`src/rtl/mmio_console_if.sv`:
```
// mmio_console_if -- dmem-side request/response bundle for the console block.
//   addr      byte address of the request
//   data_i    write data
//   data_en   request valid this cycle
//   write_en  qualifies data_en as a write (else a read)
//   data_o    registered read data, valid the cycle after a read
// master: the requester (core / bench); slave: the console.
interface mmio_console_if;
  logic [31:0] addr;
  logic [31:0] data_i;
  logic        data_en;
  logic        write_en;
  logic [31:0] data_o;

  modport master (output addr, data_i, data_en, write_en, input data_o);
  modport slave  (input addr, data_i, data_en, write_en, output data_o);
endinterface

```
`src/rtl/mmio_console.sv`:
```
// mmio_console -- memory-mapped UART transmitter with a byte FIFO and an
// optional simulation-exit register.
//
// Register window (word offsets from BASE_ADDR):
//   +0 TXDATA  W: push data_i[7:0] into the TX FIFO; R: 0
//   +4 STATUS  R: {count[14:8], tx_busy[3], overflow[2], full[1], empty[0]}
//              W: data_i[2]=1 clears overflow
//   +8 EXIT    only with CONSOLE_EXIT_EN defined: writing 32'h600d600d sets
//              done until reset; reads {31'b0, done}. Otherwise unmapped.
//
// Ports:
//   clk    single clock, rising edge
//   reset  asynchronous, active-high
//   bus    mmio_console_if.slave request/response bundle
//   tx     UART serial line, idles high, 8N1, LSB first
//   done   sticky exit flag (tied 0 without CONSOLE_EXIT_EN)
module mmio_console #(
  parameter logic [31:0] BASE_ADDR    = 32'h4000_0000,
  parameter int          CLKS_PER_BIT = 16,
  parameter int          FIFO_DEPTH   = 8
) (
  input  logic            clk,
  input  logic            reset,
  mmio_console_if.slave   bus,
  output logic            tx,
  output logic            done
);

  localparam int AW = (FIFO_DEPTH > 1) ? $clog2(FIFO_DEPTH) : 1;
  localparam int CW = AW + 1;

  typedef enum logic [1:0] {IDLE, START, DATA, STOP} state_t;

  // ---------------- decode ----------------
  logic [29:0] word, base_w;
  logic        sel_tx, sel_st, sel_ex, wr, rd;

  assign word   = bus.addr[31:2];
  assign base_w = BASE_ADDR[31:2];
  assign sel_tx = (word == base_w);
  assign sel_st = (word == base_w + 30'd1);
  assign sel_ex = (word == base_w + 30'd2);
  assign wr     = bus.data_en &  bus.write_en;
  assign rd     = bus.data_en & ~bus.write_en;

  // ---------------- FIFO ----------------
  logic [7:0]    mem [FIFO_DEPTH];
  logic [AW-1:0] wr_ptr, rd_ptr;
  logic [CW-1:0] count;
  logic          full, empty, pop, push_req, push_ok, ovf;
  state_t        state, state_n;

  assign full     = (count == CW'(FIFO_DEPTH));
  assign empty    = (count == '0);
  assign pop      = (state == IDLE) && !empty;
  assign push_req = wr & sel_tx;
  // A pop in the same cycle frees a slot, so a full FIFO still accepts.
  assign push_ok  = push_req & (!full | pop);

  // Storage is not reset: pointers/count alone define what is valid.
  always_ff @(posedge clk) begin
    if (push_ok) mem[wr_ptr] <= bus.data_i[7:0];
  end

  always_ff @(posedge clk or posedge reset) begin
    if (reset) begin
      wr_ptr <= '0;
      rd_ptr <= '0;
      count  <= '0;
      ovf    <= 1'b0;
    end else begin
      if (push_ok) wr_ptr <= wr_ptr + AW'(1);
      if (pop)     rd_ptr <= rd_ptr + AW'(1);
      case ({push_ok, pop})
        2'b10:   count <= count + CW'(1);
        2'b01:   count <= count - CW'(1);
        default: ;
      endcase
      // Set has priority over a same-cycle clear.
      if (push_req && !push_ok)                  ovf <= 1'b1;
      else if (wr && sel_st && bus.data_i[2])    ovf <= 1'b0;
    end
  end

  // ---------------- transmitter ----------------
  logic [15:0] cyc, cyc_n;
  logic [2:0]  bitcnt, bit_n;
  logic [7:0]  shreg, sh_n;
  logic        bit_end;

  assign bit_end = (cyc == 16'(CLKS_PER_BIT - 1));

  always_ff @(posedge clk or posedge reset) begin
    if (reset) begin
      state  <= IDLE;
      cyc    <= '0;
      bitcnt <= '0;
      shreg  <= '0;
    end else begin
      state  <= state_n;
      cyc    <= cyc_n;
      bitcnt <= bit_n;
      shreg  <= sh_n;
    end
  end

  // tx decodes straight from state so an async reset returns the line high
  // without waiting for a clock.
  always_comb begin
    state_n = state;
    cyc_n   = cyc;
    bit_n   = bitcnt;
    sh_n    = shreg;
    tx      = 1'b1;
    case (state)
      IDLE: begin
        if (pop) begin
          state_n = START;
          sh_n    = mem[rd_ptr];
          cyc_n   = '0;
          bit_n   = '0;
        end
      end
      START: begin
        tx = 1'b0;
        if (bit_end) begin
          cyc_n   = '0;
          state_n = DATA;
        end else cyc_n = cyc + 16'd1;
      end
      DATA: begin
        tx = shreg[0];
        if (bit_end) begin
          cyc_n = '0;
          sh_n  = {1'b0, shreg[7:1]};
          if (bitcnt == 3'd7) state_n = STOP;
          else                bit_n   = bitcnt + 3'd1;
        end else cyc_n = cyc + 16'd1;
      end
      STOP: begin
        if (bit_end) begin
          cyc_n   = '0;
          state_n = IDLE;
        end else cyc_n = cyc + 16'd1;
      end
      default: state_n = IDLE;
    endcase
  end

  // ---------------- read path ----------------
  logic [31:0] status, rdata;

  assign status = {17'b0, 7'(count), 4'b0, (state != IDLE), ovf, full, empty};

`ifdef CONSOLE_EXIT_EN
  logic done_q;
  always_ff @(posedge clk or posedge reset) begin
    if (reset)                                          done_q <= 1'b0;
    else if (wr && sel_ex && bus.data_i == 32'h600d600d) done_q <= 1'b1;
  end
  assign done = done_q;

  logic unused;
  assign unused = ^bus.addr[1:0];
`else
  assign done = 1'b0;

  logic unused;
  assign unused = ^{bus.addr[1:0], bus.data_i[31:8], sel_ex};
`endif

  // Zero by default so data_o only carries a value after a mapped read.
  always_ff @(posedge clk or posedge reset) begin
    if (reset) rdata <= '0;
    else begin
      rdata <= '0;
      if (rd && sel_st) rdata <= status;
`ifdef CONSOLE_EXIT_EN
      if (rd && sel_ex) rdata <= {31'b0, done_q};
`endif
    end
  end

  assign bus.data_o = rdata;

endmodule

```
`src/flat_wrapper.sv`:
```
// flat-port wrapper written by rule: the top's interface ports become plain ports
module mmio_console_flat 
#(
  parameter logic [31:0] BASE_ADDR    = 32'h4000_0000,
  parameter int          CLKS_PER_BIT = 16,
  parameter int          FIFO_DEPTH   = 8
)
  (clk, reset, tx, done, bus_addr, bus_data_i, bus_data_en, bus_write_en, bus_data_o);
  mmio_console_if bus_i ();
  input  logic clk;
  input  logic reset;
  output logic tx;
  output logic done;
  input wire logic [$bits(bus_i.addr)-1:0] bus_addr;
  input wire logic [$bits(bus_i.data_i)-1:0] bus_data_i;
  input wire logic [$bits(bus_i.data_en)-1:0] bus_data_en;
  input wire logic [$bits(bus_i.write_en)-1:0] bus_write_en;
  output wire logic [$bits(bus_i.data_o)-1:0] bus_data_o;
  assign bus_i.addr = bus_addr;
  assign bus_i.data_i = bus_data_i;
  assign bus_i.data_en = bus_data_en;
  assign bus_i.write_en = bus_write_en;
  assign bus_data_o = bus_i.data_o;
  mmio_console #(.BASE_ADDR(BASE_ADDR), .CLKS_PER_BIT(CLKS_PER_BIT), .FIFO_DEPTH(FIFO_DEPTH)) u_core (.clk(clk), .reset(reset), .bus(bus_i), .tx(tx), .done(done));
endmodule
```
`config.mk`:
```
export PLATFORM = sky130hd
export DESIGN_NAME = mmio_console_flat
export DESIGN_NICKNAME = d
export VERILOG_FILES = /design/src/rtl/mmio_console_if.sv /design/src/rtl/mmio_console.sv /design/src/flat_wrapper.sv
export SDC_FILE = /design/constraint.sdc
export NUM_CORES = 1
export LEC_CHECK = 0
export ABC_AREA = 1
export BUFFER_PORTS_ARGS = -buffer_cell sky130_fd_sc_hd__buf_4
export CAP_MARGIN = 20
export CORE_MARGIN = 4
export CORE_UTILIZATION = 56
export DETAILED_ROUTE_END_ITERATION = 6
export PLACE_DENSITY = 0.8
export SYNTH_ARGS = -nofsm -noshare
export SYNTH_HDL_FRONTEND = slang
export SYNTH_SLANG_ARGS = --single-unit
```
`constraint.sdc`:
```
create_clock -name clk -period 2.6 [get_ports clk]
set_input_delay 0.13 -clock clk [delete_from_list [all_inputs] [get_ports clk]]
set_output_delay 0.13 -clock clk [all_outputs]
set_load 0.05 [all_outputs]
```
==> results.md, run 1 <==
* Cells along the critical path: inv_1 -> ha_1 -> nand2_1 -> inv_1 -> nand2_1 -> inv_1 -> ha_1 -> nand2_1 -> nor2_1 -> a211oi_2 -> nand2_1 -> nand2_1 -> nand2_1 -> nand2_1 -> inv_1
* Clk sink count at 112
* Worst Path Arrival at 2.57 ns
* DRT Wirelength at 10,830 um
* Post-synthesis register bit count at 112
* Final count of hold timing violations at 0
* Max Freq at 0.4355 GHz
* Synthesized area per cell at 9.653 um2
* Vias/cell at 5.286
* Overflow after GRT at 0
* Final min period at 2.296 ns
* Synth cell types at 41
* Fin crit share at 88.32%
* Number of synthesized flops with an enable pin at 64
* Post-route ant nets at 0
* Yosys warning count at 0
* Seq. cell area at 0.003123 mm2
* DR iter-0 viols at 283
* DP Wirelength at 7271 um
* Top-area cell type share of the netlist area at 35.24%
* CP max-delay cell: dfrtp_1
* CP Class: flip-flop to flip-flop
* Gpl congestion at 0.8192
* Status: finished, final reports clean
* WL per Instance at 14.12 um
* Syn Inst Count at 565
* Leading area contributor after synthesis: edfxtp_1
* Clock Power Share at 32.3%
* Worst r2r path cells at 15
* Most instantiated library cell after synthesis: nand2_1
* # nets final at 714
* Peak supply drop at 0.0002436 V
* Total Power at 3.036 mW
* Root buf cell: clkbuf_8
* Die area at 0.01138 mm2
* CP bufs+invs at 4
* Max Slew Vio Count at 0
* Largest net degree at the start of global routing at 49
* Slew headroom at 65.35%
* Post-layout util at 66.15%
* Reg-to-Reg Start: u_core.state[0]
* Initial core utilization at 58.20%
* Core area at 0.009371 mm2
* Hold crit path type: primary input to flip-flop
* Comb pwr share at 5.9%
* N_diodes at 0
* Seq/Total Area, Yosys at 57.26%
* RSZ-0062 raised after global routing: no
* Crit-path leading delay family: simple AND/OR/NAND/NOR gates
* Post-synthesis cell area at 0.005454 mm2
* Ys async rst share at 42.86%
* Port bufs at 50
* Multi-input combinational cell area at 0.001878 mm2
* Hold depth at 4
* Initial antenna violation count at 0
* Pwr Density at 489.6 mW/mm2
* Rows at 35
* Clock Path Buffers at 2
* Top_reg_cell synth: edfxtp_1
* Post-synth top cells: 91 x nand2_1, 68 x inv_1, 64 x edfxtp_1, 61 x nor2_1, 59 x o21ai_0
* Setup Viol. Count Final at 0
* Critical path startpoint category: flip-flop
* CTS tree: yes
* Net Sw Frac at 24.15%
* Die height at 106.7 um
* Vias post-DR at 4,054
* Worst-Margin Slew at 0.5192 ns
* DRC at 0
* Drt first pass iters at 5
* R2r endpoint: u_core.count[3]
* Critical path capture point type: flip-flop
* Crit-path max FO at 5
* Clk_lat worst skew at 0.38 ns
* LEAKAGE at 2.795 nW
* Vias in the first global route at 3,808
* Top cells by area, synth: edfxtp_1 35%, dfrtp_1 22%, nand2_1 6.3%, o21ai_0 5.4%, inv_1 4.7%
* Switching pwr at 733.2 uW
* CTS Buf Count at 9
* Area delta synth->final at 13.67%
* Max incr delay on CP at 0.41 ns
* Die W at 106.7 um
* Hold EP: u_core.ovf
* Gr usage total at 19.71%
* Fin Hold WS at 0.1134 ns
* Share of cells above drive strength 1 at 16.61%
* Min-delay src: bus_write_en
* Io pins at 102
* CP most frequent cell: nand2_1
* H-tree levels at 3
* Worst R2R Setup Slack at 0.30 ns
* Layout Skew at 0.01202 ns
* Int Power at 2.302 mW
* Clk pin slew, worst setup/hold paths at 0.10 ns
* First-pass GRT wire length at 17,750 um
* Fill count at 701
* Maxcap violations at 0
* Required time worst endpoint at 2.88 ns
* Seq pwr share at 61.9%
* Setup TNS at 0 ns
## placed cells by master (no fill, tap or decap), types with 2 or more instances in the layout
| cell type | n |
|---|---|
| nand2_1 | 91 |
| inv_1 | 67 |
| edfxtp_1 | 64 |
| buf_4 | 62 |
| nor2_1 | 61 |
| o21ai_0 | 59 |
| dfrtp_1 | 48 |
| nand3_1 | 31 |
| conb_1 | 25 |
| nand4_1 | 12 |
| ha_1 | 12 |
| clkbuf_8 | 9 |
| dlygate4sd3_1 | 9 |
| o21ai_1 | 8 |
| o211ai_1 | 8 |
| xor2_1 | 8 |
| or2_2 | 7 |
| o22ai_1 | 7 |
| nor3_1 | 7 |
| inv_2 | 6 |
| a21oi_1 | 4 |
| nand2_2 | 3 |
| inv_6 | 3 |
| nand3_2 | 2 |
| nor2_2 | 2 |
| nand3b_1 | 2 |
| o21ai_2 | 2 |
| xnor2_1 | 2 |
| clkinv_4 | 2 |
## routing by layer
layer,track usage (%),routed length (um),vias to the layer above
li1,-,-,1969
met1,25.77,4610,1902
met2,32.78,5271,161
met3,2.649,691,22
met4,9.132,255,0
met5,0,0,-
## layout make-up
class                           count  share of cell area, %
Timing Repair Buffer               72                  9.284
Multi-Input combinational cell    364                  30.29
Clock buffer                        9                  1.998
Tap cell                          129                  2.603
Clock inverter                      7                 0.9687
Inverter                           74                  4.480
Sequential cell                   112                  50.37
## power groups by stage
stage / clock, mW / combinational [mW] / sequential [mW]
6_report: 0.979 / 0.178 / 1.88
5_1_grt: 1.08 / 0.192 / 1.88
4_1_cts: 0.992 / 0.174 / 1.88
3_5_place_dp: 0 / 0.164 / 1.92
3_3_place_gp: 0 / 0.161 / 1.92
2_1_floorplan: 0 / 0.129 / 1.92
## metrics by stage
stage | instances | area [um2] | setup slack [ns]
floorplan | 589 | 5544 | 0.2711
global placement | 741 | 5901 | 0.3333
detailed placement | 741 | 5901 | 0.2499
CTS | 765 | 6165 | 0.2411
global route | 767 | 6200 | 0.08702
finish | 767 | 6200 | 0.3037
## worst max-delay path by stage
stage / cells after the start / from / endpoint / slack (ns)
floorplan: 8 / u_core.state[0] / u_core.mem[0][0] / 0.27
global placement: 15 / u_core.state[0] / u_core.count[3] / 0.33
detailed placement: 15 / u_core.state[0] / u_core.count[3] / 0.25
CTS: 15 / u_core.state[0] / u_core.count[3] / 0.24
global route: 15 / u_core.count[0] / u_core.count[3] / 0.09
finish: 15 / u_core.state[0] / u_core.count[3] / 0.30
## what timing repair did
action / in CTS / in global routing
setup endpoints to repair: 0 / 1
endpoints found under the hold margin: 63 / 17
setup buffers: 0 / 0
hold buffers: 8 / 1
gates resized for setup: 0 / 1
## sequential cells by signal, summed over array words and instances, names as in the netlist, 3 cells and up
| register | count |
|---|---|
| u_core.cyc | 16 |
| u_core.bus.data_o | 8 |
| u_core.wr_ptr | 3 |
| u_core.bitcnt | 3 |
| u_core.mem | 64 |
| u_core.rd_ptr | 3 |
| u_core.shreg | 8 |
| u_core.count | 4 |
## worst min-delay path, stage by stage
cell and delay [ns]:
buf_4 0.12, nand3_1 0.06, o21ai_0 0.08, o21ai_0 0.06
## kinds of logic after synthesis
logic type	synth area share, %
compound gates	9.636
xor+xnor	1.606
fa+ha+maj	3.120
buf+inv	10.05
flops	57.26
other cells	0.06876
simple gates	18.26
Note: power is estimated with default switching activity, not from simulation.
==> run 2: changes to the inputs <==
--- a/config.mk
+++ b/config.mk
@@ -9,9 +9,8 @@
 export BUFFER_PORTS_ARGS = -buffer_cell sky130_fd_sc_hd__buf_4
 export CAP_MARGIN = 20
 export CORE_MARGIN = 4
-export CORE_UTILIZATION = 56
+export CORE_UTILIZATION = 30
 export DETAILED_ROUTE_END_ITERATION = 6
-export PLACE_DENSITY = 0.8
 export SYNTH_ARGS = -nofsm -noshare
 export SYNTH_HDL_FRONTEND = slang
 export SYNTH_SLANG_ARGS = --single-unit
==> run 2 against run 1 <==
  * Total power increased by 15%
  * Fmax decreased by 0.90%
  * Cell area increased by 3.2%
  * Critical path depth unchanged
  * Largest cell class unchanged
  * Clock power increased by 47%
  * Utilization decreased by 30 points
  * Highest routed layer unchanged
  * Combinational power decreased by 4%
  * Global-route usage decreased by 8.7 points
  * Clock skew increased by 0.00076 ns
  * Critical endpoint unchanged
  * Sequential power about the same
  * Final cell count increased by 13%
  * Sequential share of layout area decreased by 1.6 points
==> results.md, run 2 (synthesis results as in run 1) <==
* Fin crit share at 89.12% (+0.80 points)
* Largest regs: u_core.mem (64), u_core.cyc (16)
* Reg-to-Reg Start: u_core.state[0]
* Max Slew Vio Count at 0 (unchanged)
* Critical path capture point type: flip-flop
* Critical path startpoint category: flip-flop
* Clk sink count at 112 (unchanged)
* DR iter-0 viols at 170 (-40%)
* H-tree levels at 3 (unchanged)
* DRT Wirelength at 10,910 um (+0.77%)
* N_diodes at 0 (unchanged)
* Clock Power Share at 41.3% (+9.0 points)
* Placed Cells at 844 (+14%)
* # nets final at 710 (-0.56%)
* Max reg flops at 64 (unchanged)
* Net Sw Frac at 22.73% (-1.4 points)
* LEAKAGE at 2.836 nW (+1.5%)
* First-pass GRT wire length at 17,820 um (+0.43%)
* DP Wirelength at 7320 um (+0.67%)
* Slew headroom at 58.46% (-6.9 points)
* Die W at 142.8 um (+34%)
* Total Power at 3.487 mW (+15%)
* CP most frequent cell: nand2_1
* Root buf cell: clkbuf_16
* Most flop-heavy register: u_core.mem
* CP Depth at 15 (unchanged)
* Final worst slack at 0.2828 ns (-0.02090 ns)
* Crit-path leading delay family: simple AND/OR/NAND/NOR gates
* Io pins at 102 (unchanged)
* Worst slack, placed at 0.2769 ns (+0.02700 ns)
* Int Power at 2.695 mW (+17%)
* Crit-path max FO at 8 (+3)
* Max incr delay on CP at 0.42 ns (about the same)
* Post-cts resize count at 0 (unchanged)
* Comb pwr share at 4.9% (-1.0 points)
* Worst-Margin Slew at 0.6231 ns (+0.1038 ns)
* Post-CTS setup buffers at 0 (unchanged)
* Worst Setup EP: u_core.count[3]
* CTS tree: yes
* Layout Skew at 0.01277 ns (+0.0007555 ns)
* Setup TNS at 0 ns (unchanged)
* Die height at 142.8 um (+34%)
* Vias in the first global route at 3,760 (-1.3%)
* Post-route ant nets at 0 (unchanged)
* Commonest non-fill, non-tap cell in the layout: nand2_1
* Worst Path Arrival at 2.57 ns (about the same)
* Maxcap violations at 0 (unchanged)
* CP Class: flip-flop to flip-flop
* CP bufs+invs at 4 (unchanged)
* Required time worst endpoint at 2.85 ns (-0.03 ns)
* Share of cells above drive strength 1 at 16.88% (+0.26 points)
* Clock Path Buffers at 2 (unchanged)
* Status: finished, final reports clean
* Clk pin slew, worst setup/hold paths at 0.08 ns (-0.02 ns)
* Post-Layout Cell Count at 863 (+13%)
* DRC at 0 (unchanged)
* Fin Hold WS at 0.01296 ns (-0.1005 ns)
* RSZ-0062 raised after global routing: no
* Area delta synth->final at 17.37%
* CP max-delay cell: dfrtp_1
* Port bufs at 50 (unchanged)
* Largest net degree at the start of global routing at 49 (unchanged)
* Pwr Density at 544.8 mW/mm2 (+11%)
* CTS Buf Count at 9 (unchanged)
* Most frequent cells in the layout: 91 x nand2_1, 67 x inv_1, 64 x buf_4, 64 x edfxtp_1, 61 x nor2_1
* Die area at 0.02040 mm2 (+79%)
* Worst R2R Setup Slack at 0.28 ns (-0.02 ns)
* Switching pwr at 792.7 uW (+8.1%)
* Overflow after GRT at 0 (unchanged)
* R2r endpoint: u_core.count[3]
* Hold crit path type: primary input to flip-flop
* Min-delay src: bus_data_i[1]
* Worst r2r path cells at 15 (unchanged)
* Rows at 49 (+40%)
* Final count of hold timing violations at 0 (unchanged)
* CP startpoint: u_core.state[0]
* Fill count at 1,795 (+160%)
* Vias/cell at 4.537 (-14%)
* Max Freq at 0.4315 GHz (-0.90%)
* Core area at 0.01790 mm2 (+91%)
* Peak supply drop at 0.0002600 V (+6.7%)
* Initial core utilization at 30.47% (-28 points)
* WL per Instance at 12.64 um (-10%)
* Final min period at 2.317 ns (+0.02090 ns)
* Vias post-DR at 3,915 (-3.4%)
* Cells along the critical path: inv_1 -> ha_1 -> nand2_1 -> inv_1 -> nand2_1 -> inv_1 -> ha_1 -> nand2_1 -> nor2_1 -> a211oi_1 -> nand2_1 -> nand2_1 -> nand3_1 -> nand2_1 -> inv_1
* Gpl congestion at 0.7668 (-6.4%)
* Drt first pass iters at 4 (-1)
* Setup Viol. Count Final at 0 (unchanged)
* Seq pwr share at 53.9% (-8.0 points)
* Clk_lat worst skew at 0.36 ns (-0.02 ns)
* Initial antenna violation count at 0 (unchanged)
* Gr usage total at 11.00% (-8.7 points)
[run 2: cell types whose count changed in the layout (fill, tap and decap cells not counted), sizes merged]
cell         delta
buf             +2
inv             -1
bufinv          +1
dlygate4sd3     -6
clkinv          -1
clkinvlp        +1
[run 2: per-layer routing]
metal	part of all wire [%]	vias to the layer above	track usage, %
met5	0	-	0
met4	2.1	0	4.152
met3	5.0	18	2.914
met2	48	101	18.30
met1	45	1841	13.74
li1	-	1955	-
[run 2: how the worst min path moves through the flow]
stage	slack (ns)	to	cells past startpoint
floorplan	0.23	u_core.mem[0][0]	0
global placement	0.34	u_core.cyc[11]	3
detailed placement	0.34	u_core.cyc[12]	3
CTS	0.008	u_core.mem[5][3]	1
global route	0.01	u_core.mem[5][3]	1
finish	0.01	u_core.mem[2][1]	1
[run 2: worst register-to-register path, stage by stage, from the launching register on]
cell	delay, ns
dfrtp_1	0.42
inv_1	0.11
ha_1	0.31
nand2_1	0.11
inv_1	0.09
nand2_1	0.11
inv_1	0.10
ha_1	0.26
nand2_1	0.08
nor2_1	0.04
a211oi_1	0.25
nand2_1	0.09
nand2_1	0.09
nand3_1	0.06
nand2_1	0.06
inv_1	0.03
[run 2: through the flow]
stage                     cell area (um2)  utilization [%]
after global routing                 6401            35.76
final                                6401            35.76
after detailed placement             6061            33.86
after CTS                            6401            35.76
after floorplan                      5544                -
after global placement               6061            33.86
[run 2: layout make-up]
cell class                 count  area [um2]  share of cell area [%]
inverter                      74       277.8                   4.339
tap                          229       286.5                   4.476
multi-input combinational    364        1873                   29.26
timing repair buffer          68       530.5                   8.288
sequential                   112        3123                   48.79
clock inverter                 7       85.08                   1.329
clock buffer                   9       225.2                   3.518
[run 2: timing repair]
item,CTS,global route
setup endpoints to repair,0,0
hold buffers,3,0
hold endpoints to repair,64,0
[run 2: power groups by stage]
stage | sequential (mW) | clock, mW | combinational, mW
global placement | 1.92 | 0 | 0.166
floorplan | 1.92 | 0 | 0.129
CTS | 1.88 | 1.45 | 0.171
detailed placement | 1.92 | 0 | 0.168
global route | 1.88 | 1.52 | 0.185
finish | 1.88 | 1.44 | 0.170
